--- src/rtl/frac_baud_generator.sv ---
// Fractional-N baud generator: emits oversample, bit-centre and bit-period ticks
// from a shadowed integer + fractional clock divisor.
module frac_baud_generator #(
    parameter int unsigned DIV_W       = 16,
    parameter int unsigned FRAC_W      = 4,
    parameter int unsigned OSR         = 16,
    parameter int unsigned DEFAULT_DIV = 27
) (
    input  logic              clk,
    input  logic              rst,
    input  logic              en,
    input  logic              load,
    input  logic [DIV_W-1:0]  div_int,
    input  logic [FRAC_W-1:0] div_frac,
    output logic              os_tick,
    output logic              mid_tick,
    output logic              bit_tick,
    output logic              cfg_err
);

    localparam int unsigned OS_W = (OSR > 1) ? $clog2(OSR) : 1;
    localparam logic [OS_W-1:0] OS_LAST = OS_W'(OSR - 1);
    localparam logic [OS_W-1:0] OS_MID  = OS_W'(OSR / 2 - 1);

    logic [DIV_W-1:0]  div_int_q;
    logic [FRAC_W-1:0] div_frac_q;
    logic [DIV_W-1:0]  cnt_q;
    logic [FRAC_W-1:0] acc_q;
    logic              ext_q;
    logic [OS_W-1:0]   os_cnt_q;

    logic [DIV_W-1:0]  limit;
    logic [FRAC_W:0]   acc_sum;

    // ext stretches the current period by one cycle after a phase carry
    assign limit   = div_int_q - DIV_W'(1) + {{(DIV_W-1){1'b0}}, ext_q};
    assign acc_sum = {1'b0, acc_q} + {1'b0, div_frac_q};

    assign cfg_err  = (div_int_q == '0);
    assign os_tick  = en & ~load & ~cfg_err & (cnt_q == limit);
    assign bit_tick = os_tick & (os_cnt_q == OS_LAST);
    assign mid_tick = os_tick & (os_cnt_q == OS_MID);

    always_ff @(posedge clk or posedge rst) begin
        if (rst) begin
            div_int_q  <= DIV_W'(DEFAULT_DIV);
            div_frac_q <= '0;
            cnt_q      <= '0;
            acc_q      <= '0;
            ext_q      <= 1'b0;
            os_cnt_q   <= '0;
        end else if (load) begin
            // load wins over a coincident terminal count and restarts phase
            div_int_q  <= div_int;
            div_frac_q <= div_frac;
            cnt_q      <= '0;
            acc_q      <= '0;
            ext_q      <= 1'b0;
            os_cnt_q   <= '0;
        end else if (os_tick) begin
            cnt_q    <= '0;
            acc_q    <= acc_sum[FRAC_W-1:0];
            ext_q    <= acc_sum[FRAC_W];
            os_cnt_q <= (os_cnt_q == OS_LAST) ? '0 : os_cnt_q + OS_W'(1);
        end else if (en && !cfg_err) begin
            cnt_q <= cnt_q + DIV_W'(1);
        end
    end

endmodule

--- config.mk ---
export PLATFORM = sky130hd
export DESIGN_NAME = frac_baud_generator
export DESIGN_NICKNAME = d
export VERILOG_FILES = /design/src/rtl/frac_baud_generator.sv
export SDC_FILE = /design/constraint.sdc
export NUM_CORES = 1
export LEC_CHECK = 0
export ABC_AREA = 1
export CORE_UTILIZATION = 33
export DETAILED_ROUTE_END_ITERATION = 8
export PLACE_DENSITY = 0.53
export SLEW_MARGIN = 10
export SYNTH_ARGS = -nofsm -noshare
export SYNTH_HDL_FRONTEND = slang
export SYNTH_SLANG_ARGS = --single-unit
--- constraint.sdc ---
create_clock -name clk -period 2.85 [get_ports clk]
set_input_delay 0.7125 -clock clk [delete_from_list [all_inputs] [get_ports clk]]
set_output_delay 0.7125 -clock clk [all_outputs]
set_load 0.02 [all_outputs]
# Word level (Yosys, flattened, before mapping)
# Cells that the tools add are included.
# totals
regBits,45
inputBits,24
out_inout_bits,4
# op_classes
addsub,5
eq_ne,3
muxes,10
bitwise,7
n_reduce_logical,5
# ops
operator,count
two-way mux 16 bit,3
two-way mux 4 bit,5
adder 16 x 1 -> 16 bit,1
"adder 16 x 1 -> 16 bit, second input constant",1
equality test 16 bit,1
logical NOT 16 bit,1
"subtractor 16 x 1 -> 16 bit, second input constant",1
adder 4 x 4 -> 5 bit,1
bitwise AND 1 bit,5
"adder 4 x 1 -> 4 bit, second input constant",1
"equality test 4 x 3 -> 1 bit, second input constant",1
"equality test 4 bit, second input constant",1
nonzero test 3 bit,1
two-way mux 1 bit,2
NOT 1 bit,2
nonzero test 2 bit,1
logical AND 1 bit,1
logical NOT 1 bit,1

# Logic depth before layout (Yosys ltp)
# Gate-level depths: netlist (run 1).
# logic_depth
word_depth,6
ltp_mapped,15
mapped_depth_nobuf,15

# Least setup slack after synthesis (run 1)
# No wires, ideal clock.
# synth_path
path_kind,register to output
start,register div_int_q[0]
end,output bit_tick
arrival_time_ns,2.091
t_required_ns,2.138
slack_ns,0.046
stages_incl_launch_ff,13
path_buffers,0
path_cell_list,dfstp_2 > inv_1 > ha_1 > ha_1 > xor2_1 > nand3_1 > nor2_1 > nand3_1 > nor2_1 > nand2_1 > nor2_1 > nand3_1 > nor2_1
# synth_via
elab_chain_len,5
# synth_lines
element,line_no,source
"start, declared",25,logic [DIV_W-1:0] div_int_q;
"start signal, assigned",46,div_int_q <= DIV_W'(DEFAULT_DIV);
"start signal, assigned",54,div_int_q <= div_int;
subtractor 16 x 1 -> 16 bit or logical NOT 16 bit (tied branches),"36, 39",
adder 16 x 1 -> 16 bit or NOT 1 bit (tied branches),"36, 40",
equality test 16 bit or bitwise AND 1 bit (tied branches),40,assign os_tick = en & ~load & ~cfg_err & (cnt_q == limit);
bitwise AND 1 bit (*),40,
bitwise AND 1 bit (*),41,assign bit_tick = os_tick & (os_cnt_q == OS_LAST);
"end, declared",17,"output logic bit_tick,"
# Every way passes the cells marked *; elsewhere a longest branch is shown, timed or not.

# Final worst setup path (run 1)
# Same ends and word-level chain as after synthesis.

==> impl_metrics.toml, run 1 <==
[clock_tree]
cts_root_buf = "clkbuf_8"
clk_pin_slew_ns = 0.08
insertion_delay_ns = 0.30
cts_made_buffers = 5
clock_path_buffers = 2
cts-hold-fix-buffers = 0
cts_num_sinks = 45
cts_max_level = 2
cts_tree = "built"

[routing]
postRouteAntennaNets = 0
vias = 2924
drtIter0Drc = 81
drc = 0
drtPass1Iterations = 4
wirelength_mm = 7.855
vias_per_cell = 4.686
routedWlPerCell_um = 12.59

[pwr]
p_int_w = 0.001098
power_density_mw_per_mm2 = 389.1
power.leakage_nw = 2.012
peakVddDrop_mv = 0.2875
power.switching_w = 0.0004459
p_comb_frac = 0.232
seq_power_share = 0.454
finalPower_w = 0.001544
p_clk_frac = 0.314
sw_frac_of_total = 0.2888

[layout]
final_cell_mix = "nand2_1, buf_4, nor2_1"
syn_to_final_growth_pct = 28.33
nets = 548
drive_gt1_frac = 0.1957
post-route-util = 0.4462
stdcell_count = 624
multi_input_area_sq_mm = 0.001744
final_common_cell = "nand2_1"
diodes = 0
regArea_sq_mm = 0.001131
fillers = 916

[timing]
worst_pin_slew_ns = 0.5675
hold_viol_final = 0
finalMaxSlewViolations = 0
finalWorstSetupSlack_ns = -0.2351
fin_setup_tns_ns = -0.6028
slew_headroom = 0.6211
finClkSkew_ns = 0.008549
fmax_mhz = 324.1
rsz0062_at_grt = "true"
fin_crit_sh = 1.082
fin_crit_ns = 3.085
setup_viol = 3

[synthesis]
yosysWarnings = 0
synth_top_area_share = 0.3318
seq_area_frac_synth = 0.3658
yosys.area.top_type = "dfrtp_1"
netlist_instances = 440
ys_seq_elements = 45
netlist_area_sq_mm = 0.003092
yosys.cell_types.count = 33
ys_top_cells_by_area = "dfrtp_1, nand2_1, nand3_1, nor2_1, inv_1"
syn_nets = 473
avgSynthCellArea_sq_um = 7.027

[floorplanning]
io_pins = 28
core_area_sq_mm = 0.008891
row_count = 34
start_util = 0.3477
die_h_um = 98.79
fp.dieW_um = 98.79
die_area_sq_mm = 0.009759

[global_routing]
grt_overflow_total = 0
grt_max_degree = 35
globalRouteTotalUtil = 0.1794
grt_pass1_wl_mm = 13.86
grt_pass1_vias = 3033
antenna_found_initial = 0

[worst_setup_path]
cp-start-kind = "flip-flop"
critPathRequiredTime_ns = 2.14
end_kind = "output port"
cp.arrival_ns = 2.37
ff2ff_path_depth = 15
r2r-end = "cnt_q[15]"
slowest_stage = "dfstp_2"
worstPathCellList = "inv_2, ha_4, ha_4, xor2_1, nand3_1, nor2_1, nand3_1, nor2_1, nand2_1, nor2_2, nand3_1, nor2_1, buf_4"
regToRegStartpoint = "div_int_q[0]"
r2r_slack_ns = 0.59
crit_path_max_incr_delay_ns = 0.53
path_max_fanout = 2
critical_path_class = "reg2out"
startpoint = "div_int_q[0]"

[flow_run]
maxCapViolCount = 0

[placed_design]
gp_congestion = 0.8152
portBuffers = 27
placed_cells = 613
hpwlAfterDp_mm = 6.090

[worst_hold_path]
hold_path.class = "reg2reg"
min_to = "div_frac_q[2]"
hold_start = "div_frac_q[2]"
min_path_cells = 2

[outcome]
outcome = "finished with violations"
violations = "negative setup slack"
## state kept, by name, summed over array words and instances (netlist names)
| name | flops |
|---|---|
| div_frac_q | 4 |
| ext_q | 1 |
| os_cnt_q | 4 |
| cnt_q | 16 |
| div_int_q | 16 |
| acc_q | 4 |
## power groups by stage
stage	clock (W)	sequential, W	combinational (W)
2_1_floorplan	0	0.000706	0.000196
3_5_place_dp	0	0.000713	0.000347
3_3_place_gp	0	0.000712	0.000341
6_report	0.000484	0.000700	0.000359
5_1_grt	0.000528	0.000706	0.000407
4_1_cts	0.000507	0.000701	0.000358
## final cells by class
type	count	area share
repair buffers	77	0.1630
clock inverters	2	0.008830
multi-input cells	332	0.4396
flip-flops and latches	45	0.2851
well taps	108	0.03406
inverters	54	0.05109
clock buffers	6	0.01829
## cell usage after synthesis
master,n
nor3_1,5
ha_1,8
xor2_1,18
nor2_2,16
inv_2,2
nand3_2,3
xnor2_1,8
clkbuf_1,4
nor2_4,3
nand3_1,44
clkbuf_2,1
or2_2,2
clkinv_1,1
dfstp_2,4
buf_2,1
nand2_1,133
buf_4,1
nand2_2,2
fa_1,1
o21bai_1,1
inv_1,51
o21ai_0,16
buf_12,1
nand3b_1,3
nand3_4,1
a21oi_1,4
nand4_1,8
and2_1,1
nor2_1,52
dfrtp_1,41
nand2_4,1
buf_1,1
o21ai_1,2
## kinds of logic (layout without fill, tap and decap cells)
group	after synthesis	count (layout)	share of synthesized area
fa+ha+maj	9	9	0.03885
compound gates	23	23	0.03804
buf+inv	63	139	0.08377
simple gates	274	274	0.3998
flops	45	45	0.3658
xor+xnor	26	26	0.07365
## stage by stage
step	area, sq um	setup slack, ns	hold slack, ns
finish	3968	-0.2351	0.4867
global route	3968	-0.4254	0.5132
CTS	3955	-0.2675	0.4928
detailed placement	3806	-0.5397	0.4676
global placement	3806	-0.5222	0.4657
floorplan	3092	0.04622	0.4483
## critical path, delay by kind of cell, from the launching register on
kind / cells / cell delay [ns]
and+or+nand+nor: 8 / 0.78
adders and majority gates: 2 / 0.43
DFF: 1 / 0.53
buffers and inverters: 2 / 0.19
xor gates and xnor gates: 1 / 0.15
## routing by layer
metal  GRT usage  wire [um]  vias to the layer above
li1            -          -                     1522
met1      0.2232       3782                     1367
met4     0.07233        116                        0
met2      0.3147       3839                       25
met5           0          0                        -
met3     0.02199        117                       10
## how the worst max path moves through the flow
| stage | end | slack (ns) | cells past startpoint |
|---|---|---|---|
| floorplan | bit_tick | 0.05 | 12 |
| detailed placement | bit_tick | -0.54 | 11 |
| finish | bit_tick | -0.24 | 13 |
| CTS | bit_tick | -0.27 | 13 |
| global placement | bit_tick | -0.52 | 11 |
| global route | bit_tick | -0.43 | 13 |
## what timing repair did
item                       in CTS  in global routing
pin swaps                       6                  0
setup endpoints to repair       4                  3
setup buffers                   2                  1
hold endpoints to repair        0                  0
resized for setup              23                  2
cloned                          0                  0
(Power assumes the default switching activity.)
==> inputs of run 2 (changes only) <==
Settings changed: GPL_ROUTABILITY_DRIVEN from default to 0.
Clock period 2.85 ns to 3.9 ns, I/O delays scaled along.
==> run 2 against run 1 <==
The run now ends clean. Clock-buffer cell count stayed put. Largest cell class unchanged. Combinational power decreased by 44%. Cell area fell by 9.9%. Sequential share of layout area increased by 3.1 points. Routed wire length decreased by 2.6%. Non-clock buffer count shrank 46. Clock power down 24%. Die area unchanged. Largest power group unchanged. Critical path depth did not move. Global-route usage down 0.94 points.
==> impl_metrics.toml, run 2 (same netlist as run 1, synthesis figures left out) <==
[global_routing]
grt_pass1_wl_mm = 12.90
grt_pass1_vias = 2778
grt_overflow_total = 0
globalRouteTotalUtil = 0.1699
antenna_found_initial = 0
grt_max_degree = 46

[layout]
final_common_cell = "nand2_1"
final_cell_mix = "nand2_1, nor2_1, inv_1"
multi_input_area_sq_mm = 0.001702
syn_to_final_growth_pct = 15.62
nets = 502
reg.largest.list = "cnt_q (16), div_int_q (16)"
fillers = 951
regArea_sq_mm = 0.001131
drive_gt1_frac = 0.1021
stdcell_count = 578
diodes = 0

[routing]
vias = 2721
postRouteAntennaNets = 0
drtIter0Drc = 90
routedWlPerCell_um = 13.24
wirelength_mm = 7.653
vias_per_cell = 4.708
drc = 0
drtPass1Iterations = 4

[worst_setup_path]
critical_path_class = "reg2out"
r2r-end = "cnt_q[3]"
path_max_fanout = 3
critPathRequiredTime_ns = 2.92
regToRegStartpoint = "div_int_q[0]"
cp-start-kind = "flip-flop"
end_kind = "output port"
startpoint = "div_int_q[0]"
cp.arrival_ns = 2.59
r2r_slack_ns = 1.25
ff2ff_path_depth = 13

[worst_hold_path]
hold_start = "div_frac_q[3]"
hold_path.class = "reg2reg"
min_to = "div_frac_q[3]"
min_path_cells = 2

[outcome]
outcome = "complete, no violations"

[pwr]
power.switching_w = 0.0003261
power.leakage_nw = 1.789
p_int_w = 0.0007597
sw_frac_of_total = 0.3003
p_comb_frac = 0.186
power_density_mw_per_mm2 = 303.7
seq_power_share = 0.475
p_clk_frac = 0.339
peakVddDrop_mv = 0.1326

[clock_tree]
cts_made_buffers = 5
clk_pin_slew_ns = 0.09
insertion_delay_ns = 0.31
cts_max_level = 2
clock_path_buffers = 2
cts_root_buf = "clkbuf_8"
cts-hold-fix-buffers = 0
cts_num_sinks = 45
cts_tree = "built"

[flow_run]
maxCapViolCount = 0

[timing]
rsz0062_at_grt = "false"
slew_headroom = 0.3557
finalMaxSlewViolations = 0
hold_viol_final = 0
fin_crit_sh = 0.9141
fin_crit_ns = 3.565
worst_pin_slew_ns = 0.9650
finClkSkew_ns = 0.01377
setup_viol = 0
fmax_mhz = 280.5
fin_setup_tns_ns = 0

[floorplanning]
start_util = 0.3477
die_h_um = 98.79
io_pins = 28
row_count = 34
fp.dieW_um = 98.79
die_area_sq_mm = 0.009759
core_area_sq_mm = 0.008891

[placed_design]
hpwlAfterDp_mm = 5.690
placed_cells = 570
portBuffers = 27
==> run 2: final cells by class <==
type | instances | area share
tap | 108 | 0.03780
clock buffer | 6 | 0.02030
clock inverter | 2 | 0.01085
timing repair buffer | 31 | 0.08190
inverter | 54 | 0.05670
multi-input combinational | 332 | 0.4760
sequential | 45 | 0.3164
==> run 2: power groups by stage <==
stage | logic (W) | registers [W] | clock network, W
after floorplan | 0.000144 | 0.000516 | 0
after global placement | 0.000200 | 0.000524 | 0
after detailed placement | 0.000203 | 0.000524 | 0
after CTS | 0.000204 | 0.000515 | 0.000376
after global routing | 0.000233 | 0.000518 | 0.000393
final | 0.000202 | 0.000515 | 0.000369
==> run 2: how the worst max path moves through the flow <==
stage,end,cells past startpoint
2_1_floorplan,bit_tick,10
3_3_place_gp,bit_tick,11
3_5_place_dp,bit_tick,11
4_1_cts,os_tick,11
5_1_grt,mid_tick,13
6_report,bit_tick,13
==> run 2: worst max-delay path, cell delays in order (launching register included) <==
cell and delay, ns:
dfstp_2 0.52, inv_1 0.06, ha_1 0.24, ha_1 0.34, xor2_1 0.15, nand3_1 0.08, nor2_1 0.12, nand3_1 0.08
nor2_1 0.10, nand2_1 0.07, nor2_1 0.13, nand3_1 0.10, nor2_1 0.10, clkbuf_2 0.17
==> run 2: layer usage <==
layer | up-vias | routed length (um) | GRT usage
li1 | 1422 | - | -
met1 | 1229 | 3656 | 0.2159
met2 | 54 | 3539 | 0.2883
met3 | 16 | 290 | 0.02624
met4 | 0 | 166 | 0.06889
met5 | - | 0 | 0
==> run 2: stage by stage <==
| step | cell area (sq um) | hold slack (ns) | power [W] | setup WS (ns) | utilization |
|---|---|---|---|---|---|
| floorplan | 3092 | 0.4483 | 0.0006592 | 0.8252 | - |
| global placement | 3471 | 0.4684 | 0.0007244 | 0.02093 | 0.3904 |
| detailed placement | 3471 | 0.4676 | 0.0007268 | -0.03037 | 0.3904 |
| CTS | 3580 | 0.4919 | 0.001095 | 0.02000 | 0.4026 |
| global route | 3575 | 0.5197 | 0.001144 | 0.06115 | 0.4021 |
| finish | 3575 | 0.4833 | 0.001086 | 0.3351 | 0.4021 |
==> run 2: what timing repair did <==
item / 4_1_cts / 5_1_grt
resized for setup: 2 / 5
setup endpoints to repair: 2 / 3
buffers inserted: 0 / 0
pin swaps: 0 / 0
